==> src/rtl/muldiv_pkg.sv <==
// Package: muldiv_pkg
// Purpose: shared types and operation-decode helpers for the RV32M
//          multiply/divide unit (rv_muldiv_unit and rv_muldiv_step).
// Contents:
//   md_op_e     - funct3 encoding of the eight M-extension operations
//   md_state_e  - control FSM states
//   is_div      - operation belongs to the divide/remainder group
//   is_signed_a - rs1 is interpreted as two's complement
//   is_signed_b - rs2 is interpreted as two's complement
package muldiv_pkg;

    typedef enum logic [2:0] {
        OP_MUL    = 3'b000,
        OP_MULH   = 3'b001,
        OP_MULHSU = 3'b010,
        OP_MULHU  = 3'b011,
        OP_DIV    = 3'b100,
        OP_DIVU   = 3'b101,
        OP_REM    = 3'b110,
        OP_REMU   = 3'b111
    } md_op_e;

    typedef enum logic [1:0] {
        S_IDLE,
        S_CALC,
        S_FIXUP,
        S_DONE
    } md_state_e;

    function automatic logic is_div(md_op_e op);
        return op inside {OP_DIV, OP_DIVU, OP_REM, OP_REMU};
    endfunction

    // MUL is treated as unsigned: the low half of the product does not
    // depend on operand signedness.
    function automatic logic is_signed_a(md_op_e op);
        return op inside {OP_MULH, OP_MULHSU, OP_DIV, OP_REM};
    endfunction

    function automatic logic is_signed_b(md_op_e op);
        return op inside {OP_MULH, OP_DIV, OP_REM};
    endfunction

endpackage

==> src/rtl/rv_muldiv_step.sv <==
// Module: rv_muldiv_step
// Purpose: one radix-2 step of the shared iterative datapath, purely
//          combinational. The {hi, lo} register pair is reused by both
//          operation groups:
//            multiply: hi = partial product, lo = multiplier (consumed LSB
//                      first, low product bits shift in from the top)
//            divide:   hi = partial remainder, lo = dividend (consumed MSB
//                      first, quotient bits shift in from the bottom)
// Ports:
//   is_div  in  1     select trial-subtract (1) or add-or-skip (0)
//   hi_i    in  XLEN  upper half of the working pair
//   lo_i    in  XLEN  lower half of the working pair
//   m_i     in  XLEN  multiplicand / divisor magnitude
//   hi_o    out XLEN  updated upper half
//   lo_o    out XLEN  updated lower half
module rv_muldiv_step #(
    parameter int XLEN = 32
) (
    input  logic            is_div,
    input  logic [XLEN-1:0] hi_i,
    input  logic [XLEN-1:0] lo_i,
    input  logic [XLEN-1:0] m_i,
    output logic [XLEN-1:0] hi_o,
    output logic [XLEN-1:0] lo_o
);

    logic [XLEN:0] sum;
    logic [XLEN:0] rem_in;
    logic          fits;

    // Add-or-skip keeps the carry so the right shift does not lose it.
    assign sum    = {1'b0, hi_i} + (lo_i[0] ? {1'b0, m_i} : '0);
    // Restoring division: remainder shifted left with the next dividend bit.
    assign rem_in = {hi_i, lo_i[XLEN-1]};
    assign fits   = rem_in >= {1'b0, m_i};

    always_comb begin
        // NOTE: every output gets a value on every path through an always_comb
        // block; a path that leaves one unassigned infers a latch.
        hi_o = sum[XLEN:1];
        lo_o = {sum[0], lo_i[XLEN-1:1]};
        if (is_div) begin
            // The difference is smaller than the divisor, so XLEN bits hold it.
            hi_o = fits ? XLEN'(rem_in - {1'b0, m_i}) : rem_in[XLEN-1:0];
            lo_o = {lo_i[XLEN-2:0], fits};
        end
    end

endmodule

==> src/rtl/rv_muldiv_unit.sv <==
// Module: rv_muldiv_unit
// Purpose: iterative RV32M multiply/divide unit with a valid/ready request
//          and response handshake. Operands are converted to magnitudes on
//          acceptance, processed unsigned for XLEN/BITS_PER_CYCLE cycles,
//          then given their sign in a single FIXUP cycle. Division by zero,
//          signed overflow and zero multiply operands bypass the iteration.
// Ports:
//   clk          in   1      rising-edge clock
//   reset_n      in   1      asynchronous active-low reset
//   flush        in   1      synchronous abort of any in-flight operation
//   req_valid    in   1      request present
//   req_ready    out  1      unit is idle and can accept
//   req_op       in   3      funct3 of the M-extension operation
//   req_rs1      in   XLEN   operand A / dividend
//   req_rs2      in   XLEN   operand B / divisor
//   req_tag      in   TAG_W  opaque tag echoed on resp_tag
//   resp_valid   out  1      result valid, held until resp_ready
//   resp_ready   in   1      consumer accepts result
//   resp_result  out  XLEN   result
//   resp_tag     out  TAG_W  tag of the returned result
//   busy         out  1      unit not idle
module rv_muldiv_unit
    import muldiv_pkg::*;
#(
    parameter int XLEN           = 32,
    parameter int BITS_PER_CYCLE = 1,
    parameter int TAG_W          = 5
) (
    input  logic             clk,
    input  logic             reset_n,
    input  logic             flush,
    input  logic             req_valid,
    output logic             req_ready,
    input  logic [2:0]       req_op,
    input  logic [XLEN-1:0]  req_rs1,
    input  logic [XLEN-1:0]  req_rs2,
    input  logic [TAG_W-1:0] req_tag,
    output logic             resp_valid,
    input  logic             resp_ready,
    output logic [XLEN-1:0]  resp_result,
    output logic [TAG_W-1:0] resp_tag,
    output logic             busy
);

    localparam int N     = XLEN / BITS_PER_CYCLE;
    localparam int CNT_W = $clog2(N + 1);

    md_state_e        state_q, state_d;
    md_op_e           op_q;
    logic             neg_q;
    logic [XLEN-1:0]  hi_q, lo_q, m_q, result_q;
    logic [TAG_W-1:0] tag_q;
    logic [CNT_W-1:0] count_q;

    // Request decode
    md_op_e          op_in;
    logic            sign_a, sign_b;
    logic [XLEN-1:0] mag_a, mag_b;
    logic            special;
    logic [XLEN-1:0] special_res;

    assign op_in  = md_op_e'(req_op);
    assign sign_a = is_signed_a(op_in) && req_rs1[XLEN-1];
    assign sign_b = is_signed_b(op_in) && req_rs2[XLEN-1];
    assign mag_a  = sign_a ? -req_rs1 : req_rs1;
    assign mag_b  = sign_b ? -req_rs2 : req_rs2;

    always_comb begin
        special     = 1'b0;
        special_res = '0;
        if (is_div(op_in)) begin
            if (req_rs2 == '0) begin
                special     = 1'b1;
                special_res = (op_in inside {OP_DIV, OP_DIVU}) ? '1 : req_rs1;
            end else if ((op_in inside {OP_DIV, OP_REM}) &&
                         req_rs1 == {1'b1, {(XLEN-1){1'b0}}} && req_rs2 == '1) begin
                special     = 1'b1;
                special_res = (op_in == OP_DIV) ? req_rs1 : '0;
            end
        end else if (req_rs1 == '0 || req_rs2 == '0) begin
            special = 1'b1;
        end
    end

    // Iteration datapath: BITS_PER_CYCLE steps chained per clock
    logic            op_is_div;
    logic [XLEN-1:0] hi_c [BITS_PER_CYCLE+1];
    logic [XLEN-1:0] lo_c [BITS_PER_CYCLE+1];

    assign op_is_div = is_div(op_q);
    assign hi_c[0]   = hi_q;
    assign lo_c[0]   = lo_q;

    for (genvar i = 0; i < BITS_PER_CYCLE; i++) begin : g_step
        rv_muldiv_step #(.XLEN(XLEN)) u_step (
            .is_div (op_is_div),
            .hi_i   (hi_c[i]),
            .lo_i   (lo_c[i]),
            .m_i    (m_q),
            .hi_o   (hi_c[i+1]),
            .lo_o   (lo_c[i+1])
        );
    end

    // Sign fixup: neg_q already encodes which result is negative for this op
    logic [2*XLEN-1:0] prod_fix;
    logic [XLEN-1:0]   fix_result;

    assign prod_fix = neg_q ? -{hi_q, lo_q} : {hi_q, lo_q};

    always_comb begin
        case (op_q)
            OP_MUL:                       fix_result = prod_fix[XLEN-1:0];
            OP_MULH, OP_MULHSU, OP_MULHU: fix_result = prod_fix[2*XLEN-1:XLEN];
            OP_DIV, OP_DIVU:              fix_result = neg_q ? -lo_q : lo_q;
            default:                      fix_result = neg_q ? -hi_q : hi_q;
        endcase
    end

    // FSM: state register
    always_ff @(posedge clk or negedge reset_n) begin
        // NOTE: clocked state uses non-blocking assignments so every register
        // samples pre-edge values regardless of process ordering.
        if (!reset_n) state_q <= S_IDLE;
        else          state_q <= state_d;
    end

    // FSM: next state
    always_comb begin
        state_d = state_q;
        if (flush) begin
            state_d = S_IDLE;
        end else begin
            case (state_q)
                S_IDLE:  if (req_valid) state_d = special ? S_DONE : S_CALC;
                S_CALC:  if (count_q == CNT_W'(N - 1)) state_d = S_FIXUP;
                S_FIXUP: state_d = S_DONE;
                S_DONE:  if (resp_ready) state_d = S_IDLE;
                default: state_d = S_IDLE;
            endcase
        end
    end

    // FSM: outputs (req_ready depends on state only, never on req_valid)
    always_comb begin
        req_ready  = (state_q == S_IDLE);
        busy       = (state_q != S_IDLE);
        resp_valid = (state_q == S_DONE);
    end

    assign resp_result = result_q;
    assign resp_tag    = tag_q;

    // Datapath registers. result_q/tag_q only change in IDLE and FIXUP, so
    // they stay stable while a response is waiting in DONE.
    always_ff @(posedge clk or negedge reset_n) begin
        if (!reset_n) begin
            op_q     <= OP_MUL;
            neg_q    <= 1'b0;
            hi_q     <= '0;
            lo_q     <= '0;
            m_q      <= '0;
            result_q <= '0;
            tag_q    <= '0;
            count_q  <= '0;
        end else if (!flush) begin
            case (state_q)
                S_IDLE: if (req_valid) begin
                    op_q    <= op_in;
                    tag_q   <= req_tag;
                    count_q <= '0;
                    hi_q    <= '0;
                    // Remainder follows the dividend; everything else is
                    // negative exactly when the operand signs differ.
                    neg_q   <= (op_in inside {OP_REM, OP_REMU}) ? sign_a : (sign_a ^ sign_b);
                    if (is_div(op_in)) begin
                        lo_q <= mag_a;
                        m_q  <= mag_b;
                    end else begin
                        lo_q <= mag_b;
                        m_q  <= mag_a;
                    end
                    if (special) result_q <= special_res;
                end
                S_CALC: begin
                    hi_q    <= hi_c[BITS_PER_CYCLE];
                    lo_q    <= lo_c[BITS_PER_CYCLE];
                    count_q <= count_q + CNT_W'(1);
                end
                S_FIXUP: result_q <= fix_result;
                default: ;
            endcase
        end
    end

endmodule
==> config.mk <==
export PLATFORM = sky130hd
export DESIGN_NAME = rv_muldiv_unit
export DESIGN_NICKNAME = d
export VERILOG_FILES = /design/src/rtl/muldiv_pkg.sv /design/src/rtl/rv_muldiv_step.sv /design/src/rtl/rv_muldiv_unit.sv
export SDC_FILE = /design/constraint.sdc
export NUM_CORES = 1
export LEC_CHECK = 0
export BUFFER_PORTS_ARGS = -buffer_cell sky130_fd_sc_hd__buf_2
export CORE_MARGIN = 5
export CORE_UTILIZATION = 60
export CTS_CLUSTER_DIAMETER = 30
export DETAILED_ROUTE_END_ITERATION = 10
export PLACE_DENSITY = 0.8
export SLEW_MARGIN = 10
export SYNTH_ARGS = -nofsm -noshare
export SYNTH_HDL_FRONTEND = slang
export SYNTH_SLANG_ARGS = --single-unit
==> constraint.sdc <==
create_clock -name clk -period 8 [get_ports clk]
set_input_delay 1.6 -clock clk [delete_from_list [all_inputs] [get_ports clk]]
set_output_delay 1.6 -clock clk [all_outputs]
set_load 0.01 [all_outputs]
# Yosys cells after proc, flatten, opt, wreduce, memory -nomap -nowiden
# Index checks and enable logic that the tools add are counted.
# classes
multipliers	0
n_shift	0
n_lt_le_gt_ge	1
reduce_logical	25
n_addsub	8
muxes	37
div_mod_pow	0
bitwise_logic	2
eq_ne	24
# ops
op	count
$mux 32	19
$pmux 32 s2	3
$neg 32->32	4
$pmux 32 s3	1
$eq 32x32->1 const B	2
$logic_not 32->1	2
$mux 64	1
$neg 64->64	1
$add 32x32->33	1
$ge 33x32->1	1
$sub 32x32->32	1
$eq 3x3->1 const B	8
$pmux 6 s2	1
$reduce_bool 2->1	6
$reduce_bool 4->1	3
$mux 2	5
$eq 3x2->1 const B	3
$reduce_and 3->1	3
$pmux 2 s4	1
$add 6x1->6 const B	1
$eq 3x1->1 const B	2
$eq 6x5->1 const B	1
$mux 6	1
$ne 3x3->1 const B	2
other kinds (16)	24
# word_totals
in_bits	77
latch_bits	0
ramBits	0
mem_count	0
reg_bits	145
wordCells	106
rom_bits	0

# Depth between registers and ports, before layout
# depth
ltp_word	11
mapped_depth	14

# By module
# A second synthesis with hierarchy kept.
# hier_totals
cells_unflattened	2201
hier_area_um2	16075.4
# by_module_without_submodules
module	n_inst	cells_each	area_per_inst_um2
rv_muldiv_unit	1	1487	11353.4
rv_muldiv_step	1	714	4722.0

# Least setup slack after synthesis
# Ideal clock, no wire load.
# synth_path
path_type	input port to flip-flop
from	in req_rs1[8]
to	reg result_q[10], in the netlist resp_result[10]
setup_time_ns	0.090
path_stages	11
setup_slack_ns	3.906
n_path_buf	2
required_ns	7.910
t_arrival_ns	4.004
path_cell_list	or4_1 > or3_1 > nor2_4 > nand2_1 > nor2_1 > a211oi_1 > or3_1 > buf_6 > or2_0 > buf_2 > o221ai_1
# synth_via
elab_chain_cells	9
word_cells_on_any_way	17
# synth_lines
element	line	text
start: declaration	rv_muldiv_unit.sv:35	input logic [XLEN-1:0] req_rs1,
$eq 32x32->1	rv_muldiv_unit.sv:76	req_rs1 == {1'b1, {(XLEN-1){1'b0}}} && req_rs2 == '1) begin
$logic_and 1x1->1	rv_muldiv_unit.sv:75	end else if ((op_in inside {OP_DIV, OP_REM}) &&
$logic_and 1x1->1	rv_muldiv_unit.sv:76	
$mux 32	rv_muldiv_unit.sv:75	
$mux 32	rv_muldiv_unit.sv:72	if (req_rs2 == '0) begin
$mux 32	rv_muldiv_unit.sv:71	if (is_div(op_in)) begin
$mux 32	rv_muldiv_unit.sv:183	if (special) result_q <= special_res;
$mux 32	rv_muldiv_unit.sv:168	S_IDLE: if (req_valid) begin
$pmux 32 s2	rv_muldiv_unit.sv:167	case (state_q)
end signal: assignment	rv_muldiv_unit.sv:183	
end signal: assignment	rv_muldiv_unit.sv:190	S_FIXUP: result_q <= fix_result;
end: declaration	rv_muldiv_unit.sv:51	logic [XLEN-1:0] hi_q, lo_q, m_q, result_q;
# Several ways; a longest one is shown, not always the timed one. The select of a mux whose other input is x is not followed.
# A chain may end at the register's enable or synchronous reset.

# Worst setup path after layout
# layout_path
from	in req_rs1[8]
to	reg result_q[21], in the netlist resp_result[21]
# The elaborated chain is that of the path after synthesis.

==> impl_metrics.py <==
metrics = {
    "clock_tree": {
        "htree_levels": 4,
        "post_cts_buffers": 0,
        "cts_buffers": 17,
        "clk-insertion-delay-late_ps": 450,
        "ctsHoldBuffers": 0,
        "clock_sinks": 145,
        "ctsResizeCount": 0,
        "root_buffer": "clkbuf_16",
        "clockBufferDepth": 2,
        "cts_tree": "built",
        "cts.clk_slew.worst_paths_ps": 80,
    },
    "yosys": {
        "synth_edf_count": 0,
        "ys_top_cells_by_area": "dfrtp_1 24%, a21oi_1 6.6%, o21ai_0 6.2%, ha_1 6.0%, nand2_1 5.6%",
        "yosysWarnings": 0,
        "synth_top_cell_by_area": "dfrtp_1",
        "synth_area_per_cell_um2": 7.39,
        "yosysUniqueCellTypes": 89,
        "ys_ff_latch": 145,
        "syn_nets": 2242,
        "synth_top_area_frac": 0.235,
        "async_reset_ff_frac": 1.00,
        "syn_inst": 2089,
        "seq_area_frac_synth": 0.235,
        "synth_flop_cell": "dfrtp_1",
        "synth_area_mm2": 0.0154,
    },
    "cells_and_area": {
        "layout_common_cells": "231 x nand2_1, 218 x nor2_1, 205 x a21oi_1, 192 x o21ai_0, 143 x dfrtp_1",
        "layout_commonest_cell": "nand2_1",
        "nNetsFinal": 2246,
        "instances_no_fill": 2437,
        "drive_gt1_frac": 0.112,
        "design_area_mm2": 0.0166,
        "syn2layout_area_growth_pct": 7.30,
    },
    "sta": {
        "fin_skew_ps": 19.2,
        "post-route-min-period_ps": 4900,
        "rsz0062_at_grt": "false",
        "worstMarginPinSlew_ps": 1130,
        "max-slew-margin-rel": 0.243,
        "fin_setup_tns_ps": 0,
        "fin_crit_sh": 0.612,
        "whs_ps": 471,
        "finalWorstSetupSlack_ps": 3100,
        "setup_viol": 0,
        "finalMaxSlewViolations": 0,
        "finalHoldViolCount": 0,
        "fmax_mhz": 204,
    },
    "floorplanning": {
        "core_mm2": 0.0253,
        "die_x_um": 170,
        "rows": 58,
        "die_h_um": 170,
        "io_pins": 117,
        "initial_utilization": 0.611,
        "die-area_mm2": 0.0290,
    },
    "global_route": {
        "grt_max_degree": 114,
        "grt_pass1_wl_um": 87500,
        "antenna_found_initial": 0,
        "grt_use_total": 0.384,
        "overflow": 0,
        "grt_pass1_vias": 15149,
    },
    "critical_path": {
        "r2r_cells": 12,
        "crit_start": "req_rs1[8]",
        "cp_max_fo": 62,
        "rrSetupSlack_ps": 3510,
        "crit_chain": "buf_2 > or4_1 > or3_1 > nor2_4 > nand2_1 > nor2_1 > a211oi_1 > or3_2 > or2_0 > o221ai_1",
        "cp_data_arrival_time_ps": 5230,
        "crit_required_ps": 8340,
        "cp_slowest_stage_delay_ps": 900,
        "path_class": "in -> reg",
        "endpoint_kind": "flop",
        "r2r_start": "lo_q[0]",
        "rr_endpoint": "hi_q[30]",
        "crit_slowest_cell": "or3_2",
        "start_kind": "input pin",
    },
    "power": {
        "p_leak_nw": 7.05,
        "ir_drop_uv": 229,
        "power.density_mw_per_mm2": 434,
    },
    "place": {
        "dp_cells": 2404,
        "dpl_cell_area_mm2": 0.0160,
        "place_hpwl_um": 42900,
        "gp_congestion": 1.05,
        "place_ws_ps": 2740,
        "io_buffers": 116,
    },
    "drt": {
        "via_per_inst": 6.87,
        "wl_um": 57100,
        "vias": 16749,
        "wl_per_cell_um": 23.4,
        "drt_iter0_markers": 2317,
        "final_antenna_net_count": 0,
        "drtPass1Iterations": 6,
        "drc": 0,
    },
    "min_path": {
        "hold_class": "reg -> reg",
        "holdPathEnd": "resp_tag[1]",
        "whs_path_depth": 2,
        "hold_start": "resp_tag[1]",
    },
    "run_status": {
        "status": "finished clean",
    },
    "run": {
        "maxCapViolCount": 0,
    },
}
[how the worst max path moves through the flow]
| stage | end | slack (ps) | cells past startpoint |
|---|---|---|---|
| finish | resp_result[21] | 3100 | 10 |
| global route | resp_result[21] | 2920 | 10 |
| CTS | resp_result[21] | 3170 | 10 |
| detailed placement | resp_result[21] | 2740 | 10 |
| global placement | resp_result[30] | 2930 | 10 |
| floorplan | resp_result[10] | 3910 | 11 |
[cells in the mapped netlist (24+ instances only)]
library cell / number
inv_1: 65
nand2_1: 231
nor2_1: 219
mux2i_1: 42
o21ai_0: 192
nand3_1: 40
clkbuf_1: 122
xor2_1: 86
a211oi_1: 33
mux2_2: 25
or3_1: 28
nor3_1: 36
a21oi_1: 205
a21o_1: 31
o31ai_1: 35
o211ai_1: 25
nand2b_1: 28
nor4_1: 24
dfrtp_1: 145
ha_1: 74
nand4_1: 34
xnor2_1: 74
[area by class of cell]
| cell class | count | area, um2 |
|---|---|---|
| clock inverter | 14 | 150 |
| fill | 2269 | 8700 |
| antenna | 1 | 2.50 |
| sequential | 145 | 3630 |
| timing repair buffer | 138 | 754 |
| inverter | 67 | 251 |
| tap | 330 | 413 |
| clock buffer | 18 | 439 |
| multi-input combinational | 1724 | 10900 |
[power by group]
part / internal [mW] / switching, mW / leakage (nW)
Clock: 0.448 / 0.391 / 0.284
Combinational: 1.78 / 2.95 / 4.91
Sequential: 1.03 / 0.586 / 1.86
[sequential cells by signal (all words and copies together), names as in the netlist]
register / flops
count_q: 6
resp_result: 32
m_q: 32
resp_tag: 5
state_q: 2
lo_q: 32
op_q: 3
hi_q: 32
neg_q: 1
[kinds of logic (layout without fill, tap and decap cells)]
logic type | count (synthesis) | count (layout) | share of synthesized area
buffers and inverters | 220 | 237 | 0.0598
AND/OR/NAND/NOR | 724 | 724 | 0.222
XOR/XNOR | 160 | 160 | 0.0908
adder cells (fa/ha/maj) | 76 | 76 | 0.0626
other | 0 | 1 | 0
flip-flops | 145 | 145 | 0.235
AO/OA/AOI/OAI | 697 | 697 | 0.284
multiplexers | 67 | 67 | 0.0455
[metal layers]
layer	vias to the layer above	track usage	wire length (um)
li1	7610	-	-
met1	7902	0.530	22900
met2	1043	0.563	24000
met3	194	0.100	6870
met4	0	0.176	3280
met5	-	0	0
[stage by stage]
| stage | total power, mW | util |
|---|---|---|
| final | 7.18 | 0.656 |
| after global placement | 6.06 | 0.632 |
| after CTS | 7.02 | 0.655 |
| after detailed placement | 6.15 | 0.632 |
| after floorplan | 4.85 | - |
| after global routing | 7.64 | 0.655 |
[worst max-delay path: cells and delay by family]
family	cells	cell delay (ps)
compound gates	2	430
buf+inv	1	120
simple gates	7	3040
No activity file was read; power rests on OpenSTA's default activity.
